**src/rtl/stopwatch_pkg.sv**
```systemverilog
`default_nettype none
// +-----------------------------------------------------------------+
// | stopwatch_pkg : shared state encoding and board defaults        |
// | rev 1.0                                                         |
// +-----------------------------------------------------------------+
package stopwatch_pkg;

  localparam int STATE_W = 2;

  typedef enum logic [STATE_W-1:0] {
    ST_IDLE  = 2'd0,
    ST_RUN   = 2'd1,
    ST_PAUSE = 2'd2,
    ST_LAP   = 2'd3
  } state_t;

  // 100 MHz board: 10 ms debounce window, 1 Hz tick
  localparam int DEF_DEB_CYCLES = 1_000_000;
  localparam int DEF_TICK_FULL  = 100_000_000;
  localparam int DEF_VAL_W      = 16;

endpackage
`default_nettype wire

```
**src/rtl/btn_debounce.sv**
```systemverilog
`default_nettype none
// +-----------------------------------------------------------------+
// | btn_debounce : 2-flop sync, debounce counter, press pulse       |
// | rev 1.0                                                         |
// +-----------------------------------------------------------------+
module btn_debounce
  import stopwatch_pkg::*;
#(
  parameter int DEB_CYCLES = DEF_DEB_CYCLES
) (
  input  logic clk,
  input  logic rst,
  input  logic btn,
  output logic pulse
);

  localparam int CNT_W = $clog2(DEB_CYCLES);
  localparam logic [CNT_W-1:0] CNT_LAST = CNT_W'(DEB_CYCLES - 1);

  logic             sync1;
  logic             sync2;
  logic             level;
  logic             level_d;
  logic [CNT_W-1:0] cnt;

  always_ff @(posedge clk or posedge rst) begin
    if (rst) begin
      sync1   <= 1'b0;
      sync2   <= 1'b0;
      level   <= 1'b0;
      level_d <= 1'b0;
      cnt     <= '0;
      pulse   <= 1'b0;
    end else begin
      sync1   <= btn;
      sync2   <= sync1;
      level_d <= level;
      pulse   <= level & ~level_d;
      // Level follows only after DEB_CYCLES consecutive disagreeing samples
      if (sync2 == level) begin
        cnt <= '0;
      end else if (cnt == CNT_LAST) begin
        cnt   <= '0;
        level <= sync2;
      end else begin
        cnt <= cnt + CNT_W'(1);
      end
    end
  end

endmodule
`default_nettype wire

```
**src/rtl/stopwatch_ctrl.sv**
```systemverilog
`default_nettype none
// +-----------------------------------------------------------------+
// | stopwatch_ctrl : button-driven run/pause/lap sequencer, 1 Hz tick|
// | rev 1.0                                                         |
// +-----------------------------------------------------------------+
module stopwatch_ctrl
  import stopwatch_pkg::*;
#(
  parameter int DEB_CYCLES = DEF_DEB_CYCLES,
  parameter int TICK_FULL  = DEF_TICK_FULL,
  parameter int VAL_W      = DEF_VAL_W
) (
  input  logic               CLK,
  input  logic               RST,
  input  logic               BTN_SS,
  input  logic               BTN_LC,
  input  logic [VAL_W-1:0]   VAL,
  output logic               CNT_EN,
  output logic               CNT_CLR,
  output logic               TICK,
  output logic [VAL_W-1:0]   DISP,
  output logic [STATE_W-1:0] STATE
);

  localparam logic [31:0] PRESC_LAST = 32'(TICK_FULL - 1);

  logic ss_pulse;
  logic lc_pulse;

  btn_debounce #(.DEB_CYCLES(DEB_CYCLES)) u_deb_ss (
    .clk   (CLK),
    .rst   (RST),
    .btn   (BTN_SS),
    .pulse (ss_pulse)
  );

  btn_debounce #(.DEB_CYCLES(DEB_CYCLES)) u_deb_lc (
    .clk   (CLK),
    .rst   (RST),
    .btn   (BTN_LC),
    .pulse (lc_pulse)
  );

  state_t           state;
  state_t           state_nxt;
  logic [31:0]      presc;
  logic [31:0]      presc_nxt;
  logic [VAL_W-1:0] lap;
  logic             presc_clr;
  logic             lap_load;
  logic             clr_nxt;
  logic             tick_nxt;
  logic             running;

  // Start/stop has priority: LC is only considered when SS is absent
  always_comb begin
    state_nxt = state;
    clr_nxt   = 1'b0;
    presc_clr = 1'b0;
    lap_load  = 1'b0;
    case (state)
      ST_IDLE: begin
        if (ss_pulse) begin
          state_nxt = ST_RUN;
          presc_clr = 1'b1;
        end else if (lc_pulse) begin
          clr_nxt = 1'b1;
        end
      end
      ST_RUN: begin
        if (ss_pulse) begin
          state_nxt = ST_PAUSE;
        end else if (lc_pulse) begin
          state_nxt = ST_LAP;
          lap_load  = 1'b1;
        end
      end
      ST_LAP: begin
        if (ss_pulse)      state_nxt = ST_PAUSE;
        else if (lc_pulse) state_nxt = ST_RUN;
      end
      ST_PAUSE: begin
        if (ss_pulse) begin
          state_nxt = ST_RUN;
        end else if (lc_pulse) begin
          state_nxt = ST_IDLE;
          clr_nxt   = 1'b1;
          presc_clr = 1'b1;
        end
      end
      default: state_nxt = ST_IDLE;
    endcase

    running  = (state == ST_RUN) || (state == ST_LAP);
    tick_nxt = running && (presc == PRESC_LAST);
    if (presc_clr)     presc_nxt = '0;
    else if (tick_nxt) presc_nxt = '0;
    else if (running)  presc_nxt = presc + 32'd1;
    else               presc_nxt = presc;
  end

  always_ff @(posedge CLK or posedge RST) begin
    if (RST) begin
      state   <= ST_IDLE;
      presc   <= '0;
      lap     <= '0;
      CNT_EN  <= 1'b0;
      CNT_CLR <= 1'b0;
      TICK    <= 1'b0;
      DISP    <= '0;
    end else begin
      state   <= state_nxt;
      presc   <= presc_nxt;
      CNT_EN  <= (state_nxt == ST_RUN) || (state_nxt == ST_LAP);
      CNT_CLR <= clr_nxt;
      TICK    <= tick_nxt;
      if (lap_load) lap <= VAL;
      // On lap entry the snapshot is VAL itself, so live VAL is shown that cycle
      DISP    <= ((state_nxt == ST_LAP) && !lap_load) ? lap : VAL;
    end
  end

  assign STATE = state;

endmodule
`default_nettype wire

```
**config.mk**
```make
export PLATFORM = sky130hd
export DESIGN_NAME = stopwatch_ctrl
export DESIGN_NICKNAME = d
export VERILOG_FILES = /design/src/rtl/stopwatch_pkg.sv /design/src/rtl/btn_debounce.sv /design/src/rtl/stopwatch_ctrl.sv
export SDC_FILE = /design/constraint.sdc
export NUM_CORES = 1
export LEC_CHECK = 0
export CAP_MARGIN = 10
export CELL_PAD_IN_SITES_DETAIL_PLACEMENT = 0
export CELL_PAD_IN_SITES_GLOBAL_PLACEMENT = 1
export CORE_MARGIN = 2
export CORE_UTILIZATION = 47
export DETAILED_ROUTE_END_ITERATION = 10
export PLACE_DENSITY = 0.88
export REMOVE_ABC_BUFFERS = 1
export SYNTH_ARGS = -nofsm -noshare
export SYNTH_HDL_FRONTEND = slang
export SYNTH_SLANG_ARGS = --single-unit
```
**constraint.sdc**
```tcl
create_clock -name CLK -period 3.82 [get_ports CLK]
set_input_delay 0.382 -clock CLK [delete_from_list [all_inputs] [get_ports CLK]]
set_output_delay 0.382 -clock CLK [all_outputs]
set_load 0.01 [all_outputs]
```
* Yosys cells after proc, flatten, opt, wreduce, memory -nomap -nowiden
Cells that the tools add are included.
Operators by class: add/sub/neg operators 3, equal/unequal tests 10, multiplexer cells 22, bitwise logic cells 6, reductions and logical operators 10
Operators with widths (number):
- 32-bit 2-to-1 mux | 3
- 20-bit 2-to-1 mux | 4
- 20-bit by 1-bit adder with 20-bit output (second input constant) | 2
- 20-bit == test (second input constant) | 2
- 32-bit by 1-bit adder with 32-bit output (second input constant) | 1
- 32-bit by 27-bit == test with 1-bit output (second input constant) | 1
- 16-bit 2-to-1 mux | 1
- 2-bit 2-to-1 mux | 7
- 2-bit one-hot mux with 4 select lines | 1
- 2-bit == test (second input constant) | 3
- 1-bit 2-to-1 mux | 5
- 2-bit by 1-bit == test with 1-bit output (second input constant) | 2
- 1-bit inverter | 4
- 2-bit AND reduction | 2
- 3-bit nonzero test | 1
- 1-bit bitwise AND | 2
- 1-bit == test | 2
- 1-bit logical AND | 2
- 2-bit zero test | 1
- 1-bit logical OR | 2
- 1-bit one-hot mux with 2 select lines | 1
- 2-bit OR reduction | 1
- 1-bit zero test | 1
Storage, ports and cells: bits in registers 119, bits of input ports 20, output and inout bits 21

* Logic depth before layout (Yosys ltp)
depth in word-level cells 6, gate-level depth with buffers 7, gate-level depth less buffers 6

* Cells and area by module
A second synthesis with hierarchy kept.
Unflattened totals: cell total of the unflattened synthesis 537, area, all modules 5800.6 um^2
Modules (own cells, without submodules):
- stopwatch_ctrl | times used 1, cells each 315, area an instance 3388.2 um^2
- btn_debounce | times used 2, cells each 111, area an instance 1206.2 um^2

* Worst setup path after synthesis
Ideal clock, no wire load.
path type register to register, from reg presc[0], to reg presc[28], library setup time 0.124 ns, data arrival time 1.724 ns, data required time 3.696 ns, path slack 1.972 ns, cell stages (with the launch flop) 8, path buffers 1, clock period less this slack 1.848 ns, cells stage by stage dfrtp_1 ha_1 nand3_1 nor4b_2 a31o_2 buf_2 nor3_1 o21bai_1
On the way: cells in the longest elaborated chain, start to end 4
RTL lines:
- start: declaration | line stopwatch_ctrl.sv:46 | logic [31:0] presc;
- start signal: assignment | line stopwatch_ctrl.sv:113 | presc <= presc_nxt;
- 32-bit by 1-bit adder with 32-bit output / 32-bit by 27-bit == test with 1-bit output (equally long branches) | line stopwatch_ctrl.sv:98, stopwatch_ctrl.sv:95
- 32-bit 2-to-1 mux / 1-bit logical AND (equally long branches) | line stopwatch_ctrl.sv:98, stopwatch_ctrl.sv:95
- 32-bit 2-to-1 mux | line stopwatch_ctrl.sv:97 | else if (tick_nxt) presc_nxt = '0;
- 32-bit 2-to-1 mux | line stopwatch_ctrl.sv:96 | if (presc_clr) presc_nxt = '0;
Parallel ways exist; a longest one is shown, timed or not. The select of a mux whose other input is x is not followed. A chain may end at the register's enable or synchronous reset.

* Worst setup path after layout
from reg state[0], in the netlist STATE[0], to reg lap[4]
On the way: cells in the longest elaborated chain, start to end 2
RTL lines:
- start: declaration | line stopwatch_ctrl.sv:44 | state_t state;
- start signal: assignment | line stopwatch_ctrl.sv:112 | state <= state_nxt;
- 2-bit by 1-bit == test with 1-bit output | line stopwatch_ctrl.sv:61 | case (state)
- 1-bit 2-to-1 mux | line stopwatch_ctrl.sv:61
- end signal: assignment | line stopwatch_ctrl.sv:106 | lap <= '0;
- end signal: assignment | line stopwatch_ctrl.sv:117 | if (lap_load) lap <= VAL;
- end: declaration | line stopwatch_ctrl.sv:48 | logic [VAL_W-1:0] lap;
No other way between the ends.

==> impl_metrics.toml <==
[run_status]
outcome = "complete, but fails checks"
violations = "DRC"

[worst_setup_path]
cp_max_fo = 16
arrival_ns = 2.66
end_kind = "flip-flop"
required_ns = 4.10
critPathKind = "flip-flop to flip-flop"
start_kind = "flip-flop"

[pwr]
p_per_area_mw_per_mm2 = 432
combPwrFrac_pct = 3.2
pwr-share-clk_pct = 52.6
p_int_w = 0.00231
totalPowerFinal_w = 0.00291
p_seq_share_pct = 44.2
ir_drop_mv = 0.395
switchingPower_w = 0.000597
sw_frac_of_total_pct = 20.5
static-leakage-power_nw = 2.89

[detailed_routing]
drc = 4
drt-wirelength-per-cell_um = 16.1
drt-initial-drc-count = 316
routed_via_density = 5.63
drt_wl_total_um = 11700
dr.pass1.iters = 7
via_count = 4103
antenna_left = 0

[global_routing]
grt_pass1_wl_um = 20500
grt-ovfl-total = 0
grt_util_met1_pct = 26.7
antenna_found_initial = 0
grt_pass1_vias = 4213
grtUsageTotal_pct = 20.0
grt-busiest-layer = "met2"
use_met3_pct = 4.50
grt_max_degree = 78
met2_usage_pct = 32.7

[logic_synthesis]
synth.distinct_cells = 60
syn_avg_cell_area_um2 = 10.6
ys_warn_count = 0
ys_seq_area_share_pct = 53.1
syn-cell-area_mm2 = 0.00560
async_flop_share_pct = 100
synth-seq-cells = 119
synthTopCellsByArea = "dfrtp_1, mux2_1, nand3_1"
synth_top_cell_area_share_pct = 53.1
yosys.area.top_type = "dfrtp_1"
syn_inst = 528
yosys_most_used_dff = "dfrtp_1"
synth_edf_count = 0

[floorplan]
fp.dieW_um = 113
core_area_mm2 = 0.0115
dieArea_mm2 = 0.0128
ioPinCount = 41
start_util_pct = 48.7
num_rows = 39
die_h_um = 113

[timing]
fin_hold_ws_ns = 0.352
tightestPinTransition_ns = 1.09
max-slew-margin-rel_pct = 27.2
fmax_mhz = 419
fin_crit_ns = 2.39
slew_viol_final = 0
finalClockSkew_ns = 0.0108
setup_tns_ns = 0
post-route-period-util_pct = 62.4
finalSetupViolCount = 0
rsz0062_at_grt = "no"
hold_viol = 0

[layout]
fin_nets = 597
diodes = 0
fin_cells = 729
final_common_cell = "dfrtp_1"
syn_to_final_growth_pct = 20.0
fillerInstances = 937
drive_gt1_share_pct = 9.22
mostFrequentLayoutCells = "dfrtp_1, nor2_1, nand3_1, nand2_1, clkdlybuf4s50_1"
design_area_mm2 = 0.00673

[clock_tree]
cts_root_buffer = "clkbuf_16"
cts.sinks = 119
hold_buffers = 0
cts.clk_slew.worst_paths_ns = 0.05
cts_resized = 0
clk_latency_ns = 0.40
tritoncts = "built"
postCtsSetupBuffers = 0
clockBufferDepth = 2
numCtsBuffers = 17
cts_htree_levels = 4

[placement]
io_buffers = 40
hpwl_um = 7710
place_area_mm2 = 0.00615
dp_cells = 698
gp_congestion = 0.824

[min_path]
worstHoldPathType = "flip-flop to flip-flop"

[run]
maxCapViolations = 0
[critical path, stage by stage, from the launching register on]
cell and delay (ns):
dfrtp_1 0.69, inv_2 0.20, nor4b_4 0.97, mux2_1 0.40
[layer usage]
| layer | share of wire (%) | up-vias |
|---|---|---|
| li1 | - | 1973 |
| met2 | 49 | 75 |
| met5 | 0 | - |
| met4 | 0.90 | 0 |
| met3 | 4.2 | 11 |
| met1 | 46 | 2044 |
[Yosys cell counts (2+ instances only)]
cell and number:
dfrtp_1 119, nor2_1 51, nand3_1 43, nand2_1 40
mux2_1 33, xor2_1 21, xnor2_1 20, nand4_1 18
inv_1 17, or3_1 17, and3_1 16, a21oi_1 14
o21ai_1 13, and4_1 8, buf_2 8, nor3_1 8
clkbuf_1 6, nor4_1 6, and2_1 5, nor2b_1 4
o21ai_0 4, ha_1 3, nor3_2 3, nor4b_1 3
o31ai_1 3, a22o_1 2, nand3b_1 2, nor2_2 2
nor3b_1 2, nor4_2 2, o311a_1 2, o311ai_1 2
or2_1 2, or2_2 2, or4_1 2
[per-stage QoR]
| stage | worst slack [ns] | util [%] |
|---|---|---|
| after global routing | 1.26 | 58.4 |
| after detailed placement | 1.44 | 53.4 |
| after CTS | 1.43 | 58.4 |
| after floorplan | 0.281 | - |
| final | 1.43 | 58.4 |
| after global placement | 1.53 | 53.4 |
[power by group through the flow]
| stage | registers [W] | logic [W] | clock network, W |
|---|---|---|---|
| after floorplan | 0.00131 | 0.0000364 | 0 |
| after global placement | 0.00131 | 0.0000926 | 0 |
| after detailed placement | 0.00131 | 0.0000958 | 0 |
| after CTS | 0.00129 | 0.0000966 | 0.00155 |
| after global routing | 0.00129 | 0.000105 | 0.00161 |
| final | 0.00129 | 0.0000932 | 0.00153 |
[logic make-up after synthesis]
group	after synthesis	synth area share, %
AND/OR/NAND/NOR	246	24.6
flip-flops	119	53.1
AO/OA/AOI/OAI	52	5.94
XOR/XNOR	41	6.41
multiplexers	34	6.83
buffers and inverters	33	2.46
adder cells (fa/ha/maj)	3	0.670
[cell type report]
cell class | instances | area (um^2) | area share, %
multi-input cells | 376 | 2490 | 37.1
well taps | 143 | 179 | 2.66
repair buffers | 42 | 428 | 6.36
flip-flops and latches | 119 | 2980 | 44.3
clock inverters | 7 | 67.6 | 1.00
clock buffers | 24 | 512 | 7.61
inverters | 18 | 70.1 | 1.04
[flip-flops by register name (all words and copies together), names as in the netlist]
| signal | count |
|---|---|
| CNT_CLR | 1 |
| CNT_EN | 1 |
| DISP | 16 |
| STATE | 2 |
| TICK | 1 |
| lap | 16 |
| presc | 32 |
| u_deb_lc.cnt | 20 |
| u_deb_lc.level | 1 |
| u_deb_lc.level_d | 1 |
| u_deb_lc.pulse | 1 |
| u_deb_lc.sync1 | 1 |
| u_deb_lc.sync2 | 1 |
| u_deb_ss.cnt | 20 |
| u_deb_ss.level | 1 |
| u_deb_ss.level_d | 1 |
| u_deb_ss.pulse | 1 |
| u_deb_ss.sync1 | 1 |
| u_deb_ss.sync2 | 1 |
[worst paths after layout]
path / startpoint / to / slack, ns / cells past startpoint
setup / recovery: STATE[0] / lap[4] / 1.43 / 3
hold / removal: u_deb_lc.sync1 / u_deb_lc.sync2 / 0.35 / 0
setup reg to reg: STATE[0] / lap[4] / 1.43 / 3
hold reg to reg: u_deb_lc.sync1 / u_deb_lc.sync2 / 0.35 / 0
max in group asynchronous: RST / DISP[3] / 2.53 / 3
min in group asynchronous: RST / u_deb_ss.cnt[1] / 0.55 / 2
Power figures use the tool's default switching activity.
